**src/rtl/uart_pkg.sv**
```systemverilog
// ============================================================================
// uart_pkg : shared state encoding, word-length codes and data width for UART RX
// Revision : 1.0
// ============================================================================
`default_nettype none

package uart_pkg;

    localparam int DATA_W = 8;

    typedef enum logic [2:0] {
        ST_IDLE   = 3'd0,
        ST_START  = 3'd1,
        ST_DATA   = 3'd2,
        ST_PARITY = 3'd3,
        ST_STOP   = 3'd4
    } rx_state_e;

    localparam logic [1:0] WLS_5 = 2'b00;
    localparam logic [1:0] WLS_6 = 2'b01;
    localparam logic [1:0] WLS_7 = 2'b10;
    localparam logic [1:0] WLS_8 = 2'b11;

    // Index of the final data bit for a given word-length code.
    function automatic logic [2:0] last_bit_idx(input logic [1:0] wls_code);
        logic [2:0] idx;
        idx = 3'd7;
        case (wls_code)
            WLS_5:   idx = 3'd4;
            WLS_6:   idx = 3'd5;
            WLS_7:   idx = 3'd6;
            WLS_8:   idx = 3'd7;
            default: idx = 3'd7;
        endcase
        return idx;
    endfunction

endpackage

`default_nettype wire

```
**src/rtl/uart_sync.sv**
```systemverilog
// ============================================================================
// uart_sync : multi-flop synchroniser for the asynchronous serial line
// Revision  : 1.0
// ============================================================================
`default_nettype none

module uart_sync #(
    parameter int SYNC_STAGES = 2
) (
    input  logic clk,
    input  logic rst_n,
    input  logic rx_in,
    output logic rx_s
);

    logic [SYNC_STAGES-1:0] sync_q;
    logic [SYNC_STAGES-1:0] sync_d;

    always_comb begin
        sync_d = {sync_q[SYNC_STAGES-2:0], rx_in};
    end

    // Flops reset high so an idle line does not look like a start bit.
    always_ff @(posedge clk or negedge rst_n) begin
        if (!rst_n) begin
            sync_q <= '1;
        end else begin
            sync_q <= sync_d;
        end
    end

    assign rx_s = sync_q[SYNC_STAGES-1];

endmodule

`default_nettype wire

```
**src/rtl/uart_rx_fsm.sv**
```systemverilog
// ============================================================================
// uart_rx_fsm : UART receive state machine (start/data/parity/stop, break detect)
// Optional parity support when UART_RX_PARITY_EN is defined.   Revision : 1.0
// ============================================================================
`default_nettype none

module uart_rx_fsm
    import uart_pkg::*;
#(
    parameter int SYNC_STAGES = 2
) (
    input  logic              clk,
    input  logic              rst_n,
    input  logic              rx_in,
    input  logic              rx_tick,
    output logic              tick_en,
    output logic              tick_clr,
    input  logic [1:0]        wls,
    input  logic              pen,
    input  logic              eps,
    output logic [DATA_W-1:0] rx_data,
    output logic              rx_valid,
    output logic              parity_err,
    output logic              frame_err,
    output logic              break_det
);

    logic rx_s;

    uart_sync #(.SYNC_STAGES(SYNC_STAGES)) u_sync (
        .clk   (clk),
        .rst_n (rst_n),
        .rx_in (rx_in),
        .rx_s  (rx_s)
    );

    rx_state_e         state_q, state_d;
    logic              rx_prev_q;
    logic [2:0]        bit_cnt_q, bit_cnt_d;
    logic [1:0]        wls_q, wls_d;
    logic [DATA_W-1:0] shift_q, shift_d;
    logic              zero_q, zero_d;
    logic              tick_en_q, tick_en_d;
    logic              tick_clr_q, tick_clr_d;
    logic [DATA_W-1:0] rx_data_q, rx_data_d;
    logic              rx_valid_q, rx_valid_d;
    logic              frame_err_q, frame_err_d;
    logic              break_q, break_d;
    logic              fall;

`ifdef UART_RX_PARITY_EN
    logic pen_q, pen_d, eps_q, eps_d, par_q, par_d, parity_err_q, parity_err_d;
`else
    logic unused_cfg;
    assign unused_cfg = pen ^ eps;
`endif

    // Only a genuine high-to-low transition starts a frame, so a line held
    // low after a framing error cannot retrigger until it has gone high.
    assign fall = rx_prev_q & ~rx_s;

    always_comb begin
        state_d     = state_q;
        bit_cnt_d   = bit_cnt_q;
        wls_d       = wls_q;
        shift_d     = shift_q;
        zero_d      = zero_q;
        tick_clr_d  = 1'b0;
        rx_data_d   = rx_data_q;
        rx_valid_d  = 1'b0;
        frame_err_d = frame_err_q;
        break_d     = break_q;
`ifdef UART_RX_PARITY_EN
        pen_d        = pen_q;
        eps_d        = eps_q;
        par_d        = par_q;
        parity_err_d = parity_err_q;
`endif
        case (state_q)
            ST_IDLE: begin
                if (fall) begin
                    state_d    = ST_START;
                    tick_clr_d = 1'b1;
                    wls_d      = wls;
                    shift_d    = '0;
                    zero_d     = 1'b1;
                    bit_cnt_d  = 3'd0;
`ifdef UART_RX_PARITY_EN
                    pen_d = pen;
                    eps_d = eps;
                    par_d = 1'b0;
`endif
                end
            end
            ST_START: begin
                if (rx_tick) begin
                    state_d = rx_s ? ST_IDLE : ST_DATA;
                end
            end
            ST_DATA: begin
                if (rx_tick) begin
                    shift_d[bit_cnt_q] = rx_s;
                    zero_d             = zero_q & ~rx_s;
                    bit_cnt_d          = bit_cnt_q + 3'd1;
`ifdef UART_RX_PARITY_EN
                    par_d = par_q ^ rx_s;
`endif
                    if (bit_cnt_q == last_bit_idx(wls_q)) begin
`ifdef UART_RX_PARITY_EN
                        state_d = pen_q ? ST_PARITY : ST_STOP;
`else
                        state_d = ST_STOP;
`endif
                    end
                end
            end
`ifdef UART_RX_PARITY_EN
            ST_PARITY: begin
                if (rx_tick) begin
                    par_d   = par_q ^ rx_s;
                    zero_d  = zero_q & ~rx_s;
                    state_d = ST_STOP;
                end
            end
`endif
            ST_STOP: begin
                if (rx_tick) begin
                    rx_valid_d  = 1'b1;
                    rx_data_d   = shift_q;
                    frame_err_d = ~rx_s;
                    break_d     = zero_q & ~rx_s;
`ifdef UART_RX_PARITY_EN
                    // par_q holds data^parity; even wants 0, odd wants 1.
                    parity_err_d = pen_q & (par_q ^ ~eps_q);
`endif
                    state_d = ST_IDLE;
                end
            end
            default: begin
                state_d = ST_IDLE;
            end
        endcase
        tick_en_d = (state_d != ST_IDLE);
    end

    always_ff @(posedge clk or negedge rst_n) begin
        if (!rst_n) begin
            state_q     <= ST_IDLE;
            rx_prev_q   <= 1'b1;
            bit_cnt_q   <= 3'd0;
            wls_q       <= WLS_8;
            shift_q     <= '0;
            zero_q      <= 1'b1;
            tick_en_q   <= 1'b0;
            tick_clr_q  <= 1'b0;
            rx_data_q   <= '0;
            rx_valid_q  <= 1'b0;
            frame_err_q <= 1'b0;
            break_q     <= 1'b0;
        end else begin
            state_q     <= state_d;
            rx_prev_q   <= rx_s;
            bit_cnt_q   <= bit_cnt_d;
            wls_q       <= wls_d;
            shift_q     <= shift_d;
            zero_q      <= zero_d;
            tick_en_q   <= tick_en_d;
            tick_clr_q  <= tick_clr_d;
            rx_data_q   <= rx_data_d;
            rx_valid_q  <= rx_valid_d;
            frame_err_q <= frame_err_d;
            break_q     <= break_d;
        end
    end

`ifdef UART_RX_PARITY_EN
    always_ff @(posedge clk or negedge rst_n) begin
        if (!rst_n) begin
            pen_q        <= 1'b0;
            eps_q        <= 1'b0;
            par_q        <= 1'b0;
            parity_err_q <= 1'b0;
        end else begin
            pen_q        <= pen_d;
            eps_q        <= eps_d;
            par_q        <= par_d;
            parity_err_q <= parity_err_d;
        end
    end
    assign parity_err = parity_err_q;
`else
    assign parity_err = 1'b0;
`endif

    assign tick_en   = tick_en_q;
    assign tick_clr  = tick_clr_q;
    assign rx_data   = rx_data_q;
    assign rx_valid  = rx_valid_q;
    assign frame_err = frame_err_q;
    assign break_det = break_q;

endmodule

`default_nettype wire

```
**config.mk**
```make
export PLATFORM = sky130hd
export DESIGN_NAME = uart_rx_fsm
export DESIGN_NICKNAME = d
export VERILOG_FILES = /design/src/rtl/uart_pkg.sv /design/src/rtl/uart_sync.sv /design/src/rtl/uart_rx_fsm.sv
export SDC_FILE = /design/constraint.sdc
export NUM_CORES = 1
export LEC_CHECK = 0
export CAP_MARGIN = 5
export CORE_ASPECT_RATIO = 1.4
export CORE_UTILIZATION = 53
export CTS_CLUSTER_SIZE = 28
export DETAILED_ROUTE_END_ITERATION = 10
export GPL_TIMING_DRIVEN = 1
export PLACE_DENSITY_LB_ADDON = 0.12
export REMOVE_ABC_BUFFERS = 1
export SLEW_MARGIN = 25
export SYNTH_ARGS = -nofsm -noshare
export SYNTH_HDL_FRONTEND = slang
export SYNTH_SLANG_ARGS = --single-unit
```
**constraint.sdc**
```tcl
create_clock -name clk -period 2.2 [get_ports clk]
set_input_delay 0.44 -clock clk [delete_from_list [all_inputs] [get_ports clk]]
set_output_delay 0.44 -clock clk [all_outputs]
set_load 0.01 [all_outputs]
```
# --- Word level (Yosys, flattened, before mapping) ---
# Cells that the tools add are included.
word_totals:
  ff_bits: 33
  n_memories: 0
  mem_bits_rw: 0
  out_inout_bits: 14
  rom_bits: 0
  latchBits: 0
op_classes:
  bitwise_logic: 3
  n_shift: 0
  n_eq_ne: 9
  muxes: 26
  n_reduce_logical: 8
  n_div: 0
  magnitude_cmp: 2
  addsub: 1
  multipliers: 0
op_table:
  columns: ["op", "count"]
  rows:
  - ["3-bit 2-to-1 mux", 9]
  - ["3-bit case mux with 4 select lines", 2]
  - ["8-bit 2-to-1 mux", 2]
  - ["8-bit case mux with 2 select lines", 1]
  - ["8-bit bitwise mux", 1]
  - ["1-bit 2-to-1 mux", 7]
  - ["3-bit case mux with 2 select lines", 1]
  - ["2-bit equality test (second input constant)", 2]
  - ["3-bit by 4-bit less-than comparator with 1-bit output (second input constant)", 1]
  - ["2-bit != test (second input constant)", 2]
  - ["2-bit AND reduction", 2]
  - ["3-bit by 1-bit adder with 3-bit output (second input constant)", 1]
  - ["1-bit demux with 3-bit select", 1]
  - ["3-bit by 1-bit equality test with 1-bit output (second input constant)", 1]
  - ["3-bit by 2-bit equality test with 1-bit output (second input constant)", 1]
  - ["3-bit equality test", 1]
  - ["3-bit equality test (second input constant)", 1]
  - ["3-bit by 1-bit greater-or-equal comparator with 1-bit output (second input constant)", 1]
  - ["3-bit zero test", 1]
  - ["3-bit AND reduction", 1]
  - ["3-bit nonzero test", 1]
  - ["1-bit bitwise AND", 2]
  - ["2-bit by 1-bit equality test with 1-bit output (second input constant)", 1]
  - ["2-bit zero test", 1]
  - ["5 further kinds", 5]

# --- Longest topological paths before layout ---
# Gate-level depths: netlist (run 1).
logic_depth:
  depth_word: 9
  ltp_mapped: 5

# --- Cells and area by module ---
# Synthesis (run 1) repeated with hierarchy kept, for this count alone.
hier_totals:
  hier_cells: 117
  hier_area_um2: 1472.7
modules_own_cells:
  columns: ["mod", "seq_area_each_um2", "cells_per_inst", "instances", "area_per_inst_um2"]
  rows:
  - ["uart_rx_fsm", 780.7, 115, 1, 1420.1]
  - ["uart_sync", 52.6, 2, 1, 52.6]

# --- Worst setup path before layout (run 1) ---
# Ideal clock, no wire load.
synth_path:
  path_kind: "register to register"
  start: "reg state_q[0]"
  end: "reg wls_q[0]"
  arrival_ps: 1561
  t_required_ps: 2118
  stages_incl_launch_ff: 6
  slack_ps: 557
  setup_ps: 82
  synth_period_minus_slack_ps: 1643
  path_cell_list: "dfrtp_1 buf_6 or4b_4 buf_6 nor2_8 mux2_4"
synth_between:
  elab_chain_len: 2
synth_lines:
  columns: ["element", "line", "source"]
  rows:
  - ["start: declaration", "uart_rx_fsm.sv:37", "rx_state_e state_q, state_d;"]
  - ["start signal: assignment", "uart_rx_fsm.sv:161", "state_q <= state_d;"]
  - ["3-bit zero test", "uart_rx_fsm.sv:79", "case (state_q)"]
  - ["2-bit AND reduction (no source line)", null, null]
  - ["end signal: assignment", "uart_rx_fsm.sv:164", "wls_q <= wls_d;"]
  - ["end: declaration", "uart_rx_fsm.sv:40", "logic [1:0] wls_q, wls_d;"]
# No other way between the ends.
# A chain may end at the register's enable or synchronous reset.

# --- Final worst setup path (run 1) ---
# Ends and elaborated chain as after synthesis.

==> flow_summary.ini, run 1 <==
[sta]
rsz0062_at_grt = no
post-route-period-util_pct = 77.9
drv_slew = 0
fin_setup_tns_ns = 0
fin_skew_ns = 0.0107
period_needed_ns = 1.71
setup_violations = 0
hold_violations = 0
max_freq_mhz = 583

[critical_path]
critPathCaptureType = flop
r2r_end = wls_q[0]
worstSetupPathType = reg2reg
crit_required_ns = 2.46
cpPeakStageDelay_ns = 0.67
crit_fanout = 10
worstSetupStartpointType = flop
critPathLaunch = state_q[0]
endpoint = wls_q[0]
r2r_cells = 3
cpMaxStageDelayCell = or4b_4
cp_cell_sequence = or4b_4 > nor2_8 > mux2_4
r2r_start = state_q[0]
worstPathArrival_ns = 1.98
r2r_setup_slack_ns = 0.49

[placement]
numPortBuffers = 18
place_congestion = 0.713
hpwl_microns = 1730

[global_route]
grt_max_degree = 34
grt-ovfl-total = 0
antenna_found_initial = 0
grt_pass1_vias = 1027
grt_pass1_wl_microns = 4470
grt_use_total_pct = 21.2

[cts]
hold_buffers = 0
cts_inserted_buffers = 5
cts_setup_buffers = 0
h-tree-depth = 2
cts_tree = built
clk_pin_slew_ns = 0.09
clock-sinks = 33
clkLatencyLatePin_ns = 0.34
cts_root_buf = clkbuf_4
clk_path_buf_depth = 2
cts-resized-gates = 0

[detailed_routing]
avgRoutedWirePerCell_microns = 14.5
vias_per_cell = 5.67
first_iter_violations = 17
vias = 1010
drc = 0
first_pass_iters = 4
antenna_left = 0
routed_wirelength_microns = 2590

[synthesis]
netlist_instances = 121
ys.flop_type = dfrtp_1
ys_seq_area_share_pct = 55.5
ys_seq_elements = 33
ys_async_sr_fraction_pct = 100
synth_area_leaders = dfrtp_1 (45%), dfstp_2 (11%), mux2_2 (7.5%), mux2i_1 (5.3%), o21ai_0 (3.3%)
avgSynthCellArea_sq_um = 12.4
synth_cell_types = 41
synth_edf_count = 0
yosysWarnings = 0
syn_area_sq_mm = 0.00150
synth_top_area_share_pct = 45.0
synth_top_cell_by_area = dfrtp_1

[run_status]
status = completed

[layout]
antennaDiodeCount = 0
fillers = 230
fin_nets = 150
most-common-layout-cells = dfrtp_1 (27), clkdlybuf4s50_1 (18), mux2_2 (10), o21ai_0 (10), mux2i_1 (8)
final_common_cell = dfrtp_1
seq_area_sq_um = 833
syn_to_final_growth_pct = 18.8
drive_gt1_share_pct = 26.1
multiInputGateArea_sq_um = 581
final_util_pct = 67.5

[floorplanning]
start_util_pct = 56.8
die_y_microns = 65.0
dieArea_sq_mm = 0.00305
io_pins = 22
row_count = 22
die_x_microns = 47.0
core_sq_mm = 0.00264

[pwr]
leakage_nw = 0.807
ir_worst_vdd_mv = 0.805
powerDensity_mw_per_mm2 = 999

[hold_path]
hold_class = reg2reg

[flow_run]
drv_cap = 0
## cells by family (layout without fill, tap and decap cells)
group / after synthesis / count (layout) / share of synthesized area (%)
AO/OA/AOI/OAI: 21 / 21 / 8.75
XOR/XNOR: 2 / 2 / 1.17
adder cells (fa/ha/maj): 1 / 1 / 0.833
buffers and inverters: 15 / 36 / 5.83
flip-flops: 33 / 33 / 55.5
multiplexers: 20 / 20 / 14.8
other: 1 / 1 / 0.250
AND/OR/NAND/NOR: 28 / 28 / 12.8
## worst min path at each step
stage / startpoint / to / slack [ns] / cells past startpoint
finish: u_sync.sync_q[0] / u_sync.sync_q[1] / 0.36 / 0
global route: u_sync.sync_q[0] / u_sync.sync_q[1] / 0.36 / 0
CTS: u_sync.sync_q[0] / u_sync.sync_q[1] / 0.36 / 0
detailed placement: u_sync.sync_q[0] / u_sync.sync_q[1] / 0.35 / 0
global placement: u_sync.sync_q[0] / u_sync.sync_q[1] / 0.35 / 0
floorplan: rst_n / bit_cnt_q[0] / 0.14 / 0
## report_power, final
group | total, mW | switching, mW | leakage [nW] | internal (mW)
combinational | 0.442 | 0.180 | 0.328 | 0.262
clock | 0.466 | 0.195 | 0.0455 | 0.271
sequential | 0.875 | 0.124 | 0.433 | 0.751
## Yosys cell counts, drive strengths merged (2+ instances only)
| cell | n |
|---|---|
| dfrtp | 27 |
| mux2 | 12 |
| o21ai | 11 |
| mux2i | 8 |
| clkbuf | 6 |
| dfstp | 6 |
| buf | 5 |
| nor2 | 5 |
| a21oi | 3 |
| inv | 3 |
| nand2 | 3 |
| nand3 | 3 |
| nand4 | 3 |
| a31o | 2 |
| nand4b | 2 |
| nor2b | 2 |
| xnor2 | 2 |
## state kept, by name (all words and copies together) (netlist names), 2 cells and up
| signal | count |
|---|---|
| bit_cnt_q | 3 |
| rx_data | 8 |
| wls_q | 2 |
| shift_q | 8 |
| u_sync.sync_q | 2 |
| state_q | 3 |
## critical path, delay by kind of cell (launching register included)
kind	cells	cell delay [ns]
flops	1	0.48
mux	1	0.31
simple gates	2	0.85
## per-stage QoR
step	setup WS [ns]	cells	power (mW)	instance area, sq um	hold slack [ns]
2_1_floorplan	0.631	110	1.13	1430	0.144
3_3_place_gp	0.338	170	1.31	1700	0.347
3_5_place_dp	0.257	170	1.33	1700	0.348
4_1_cts	0.487	178	1.80	1780	0.362
5_1_grt	0.441	178	1.90	1780	0.364
6_report	0.485	178	1.78	1780	0.361
## per-layer routing
metal | share of wire, % | track usage, % | vias up
met1 | 43 | 24.0 | 512
met5 | 0 | 0 | -
met2 | 51 | 33.9 | 22
met3 | 3.7 | 6.69 | 7
met4 | 2.1 | 11.4 | 0
li1 | - | - | 469
## layout make-up
class                           count  area share [%]
Clock buffer                        7            3.09
Clock inverter                      1            1.68
Inverter                            4           0.842
Multi-Input combinational cell     73            32.5
Sequential cell                    33            46.7
Tap cell                           36            2.52
Timing Repair Buffer               24            12.6
Note: power is estimated with default switching activity, not from simulation.
==> inputs of run 2 (changes only) <==
==> constraint.sdc (replaced) <==
create_clock -name clk -period 1.8 [get_ports clk]
set_input_delay 0.36 -clock clk [delete_from_list [all_inputs] [get_ports clk]]
set_output_delay 0.36 -clock clk [all_outputs]
set_load 0.01 [all_outputs]
==> flow_summary.ini, run 2 (synthesized netlist as in run 1, its figures left out) <==
[floorplanning]
die_x_microns = 47.0
io_pins = 22
dieArea_sq_mm = 0.00305
start_util_pct = 56.8
die_y_microns = 65.0
row_count = 22
core_sq_mm = 0.00264

[hold_path]
whs_path_depth = 0
hold_class = reg2reg

[global_route]
grtUsageMet2_pct = 35.1
grtUsageMet1_pct = 22.9
grt_max_degree = 34
grt-ovfl-total = 0
grt_pass1_vias = 1032
antenna_found_initial = 0
grt_pass1_wl_microns = 4470
grt_use_total_pct = 21.1
met3_usage_pct = 4.18
grt_busiest_layer = met2

[critical_path]
worstSetupPathType = reg2reg
cpMaxStageDelayCell = or4b_4
crit_required_ns = 2.07
cp_cell_sequence = or4b_4 > nor2_8 > mux2_4
worstSetupStartpointType = flop
r2r_cells = 3
cpPeakStageDelay_ns = 0.55
worstPathArrival_ns = 1.93
critPathCaptureType = flop
crit_fanout = 10

[sta]
max_freq_mhz = 604
fin_skew_ns = 0.00749
setup_violations = 0
period_needed_ns = 1.65
hold_violations = 0
fin_setup_tns_ns = 0
hold_ws_ns = 0.366
post-route-period-util_pct = 91.9
drv_slew = 0
rsz0062_at_grt = no

[pwr]
p_int_mw = 1.60
p_total_mw = 2.22
ir_worst_vdd_mv = 1.16
power.share.sequential_pct = 47.1
powerDensity_mw_per_mm2 = 1230
swShare_pct = 28.2
leakage_nw = 0.827
p_comb_share_pct = 26.9
p_switching_uw = 627
p_clk_share_pct = 26.0

[cts]
clk_pin_slew_ns = 0.09
clk_path_buf_depth = 2
cts_inserted_buffers = 5
cts-resized-gates = 0
hold_buffers = 0
clkLatencyLatePin_ns = 0.34
cts_root_buf = clkbuf_4
cts_setup_buffers = 0
clock-sinks = 33
cts_tree = built
h-tree-depth = 2

[detailed_routing]
first_iter_violations = 20
antenna_left = 0
first_pass_iters = 4
drc = 0
routed_wirelength_microns = 2670
vias = 1023
avgRoutedWirePerCell_microns = 14.7
vias_per_cell = 5.62

[layout]
most-common-layout-cells = dfrtp_1 (27), clkdlybuf4s50_1 (18), mux2_2 (10), o21ai_0 (10), buf_4 (10)
fillers = 225
drive_gt1_share_pct = 28.1
antennaDiodeCount = 0
fin_nets = 154
final_common_cell = dfrtp_1
syn_to_final_growth_pct = 20.8
final_util_pct = 68.7

[run_status]
status = completed

[flow_run]
drv_cap = 0

[placement]
hpwl_microns = 1820
numPortBuffers = 18
place_congestion = 0.729
-- run 2: cell count changes in the layout (fill, tap and decap cells not counted) --
cell and delta:
buf_4 +4
-- run 2: per-layer routing --
| layer | vias to the layer above | wire (microns) |
|---|---|---|
| met5 | - | 0 |
| met4 | 0 | 72 |
| met3 | 7 | 79 |
| met2 | 21 | 1430 |
| met1 | 521 | 1090 |
| li1 | 474 | - |
-- run 2: final cells by class --
| class | count | area [sq um] | share of cell area (%) |
|---|---|---|---|
| inverters | 4 | 15.0 | 0.828 |
| multi-input cells | 73 | 581 | 32.0 |
| repair buffers | 28 | 255 | 14.1 |
| flip-flops and latches | 33 | 833 | 45.9 |
| well taps | 36 | 45.0 | 2.48 |
| clock inverters | 1 | 30.0 | 1.66 |
| clock buffers | 7 | 55.1 | 3.03 |
-- run 2: critical path, delay by kind of cell, from the launching register on --
kind | cells | cell delay (ns)
muxes | 1 | 0.31
and+or+nand+nor | 2 | 0.74
DFF | 1 | 0.53
-- run 2: path summary, 6_finish.rpt --
kind | from | endpoint | slack (ns)
max | rx_prev_q | wls_q[0] | 0.15
max in group asynchronous | rst_n | u_sync.sync_q[1] | 1.07
min in group asynchronous | rst_n | rx_data[6] | 0.40
min reg2reg | u_sync.sync_q[0] | u_sync.sync_q[1] | 0.37
min | u_sync.sync_q[0] | u_sync.sync_q[1] | 0.37
max reg2reg | rx_prev_q | wls_q[0] | 0.15
-- run 2: power by group through the flow --
stage	logic [mW]	registers [mW]	clock network [mW]
after CTS	0.604	1.05	0.588
after floorplan	0.305	1.08	0
after global routing	0.648	1.07	0.618
after global placement	0.582	1.05	0
after detailed placement	0.600	1.06	0
final	0.598	1.05	0.578
-- run 2: through the flow --
step	worst slack (ns)	instances	cell area, sq um
3_5_place_dp	0.0555	174	1730
2_1_floorplan	0.231	110	1430
4_1_cts	0.128	182	1810
5_1_grt	0.0931	182	1810
3_3_place_gp	0.0966	174	1730
6_report	0.145	182	1810
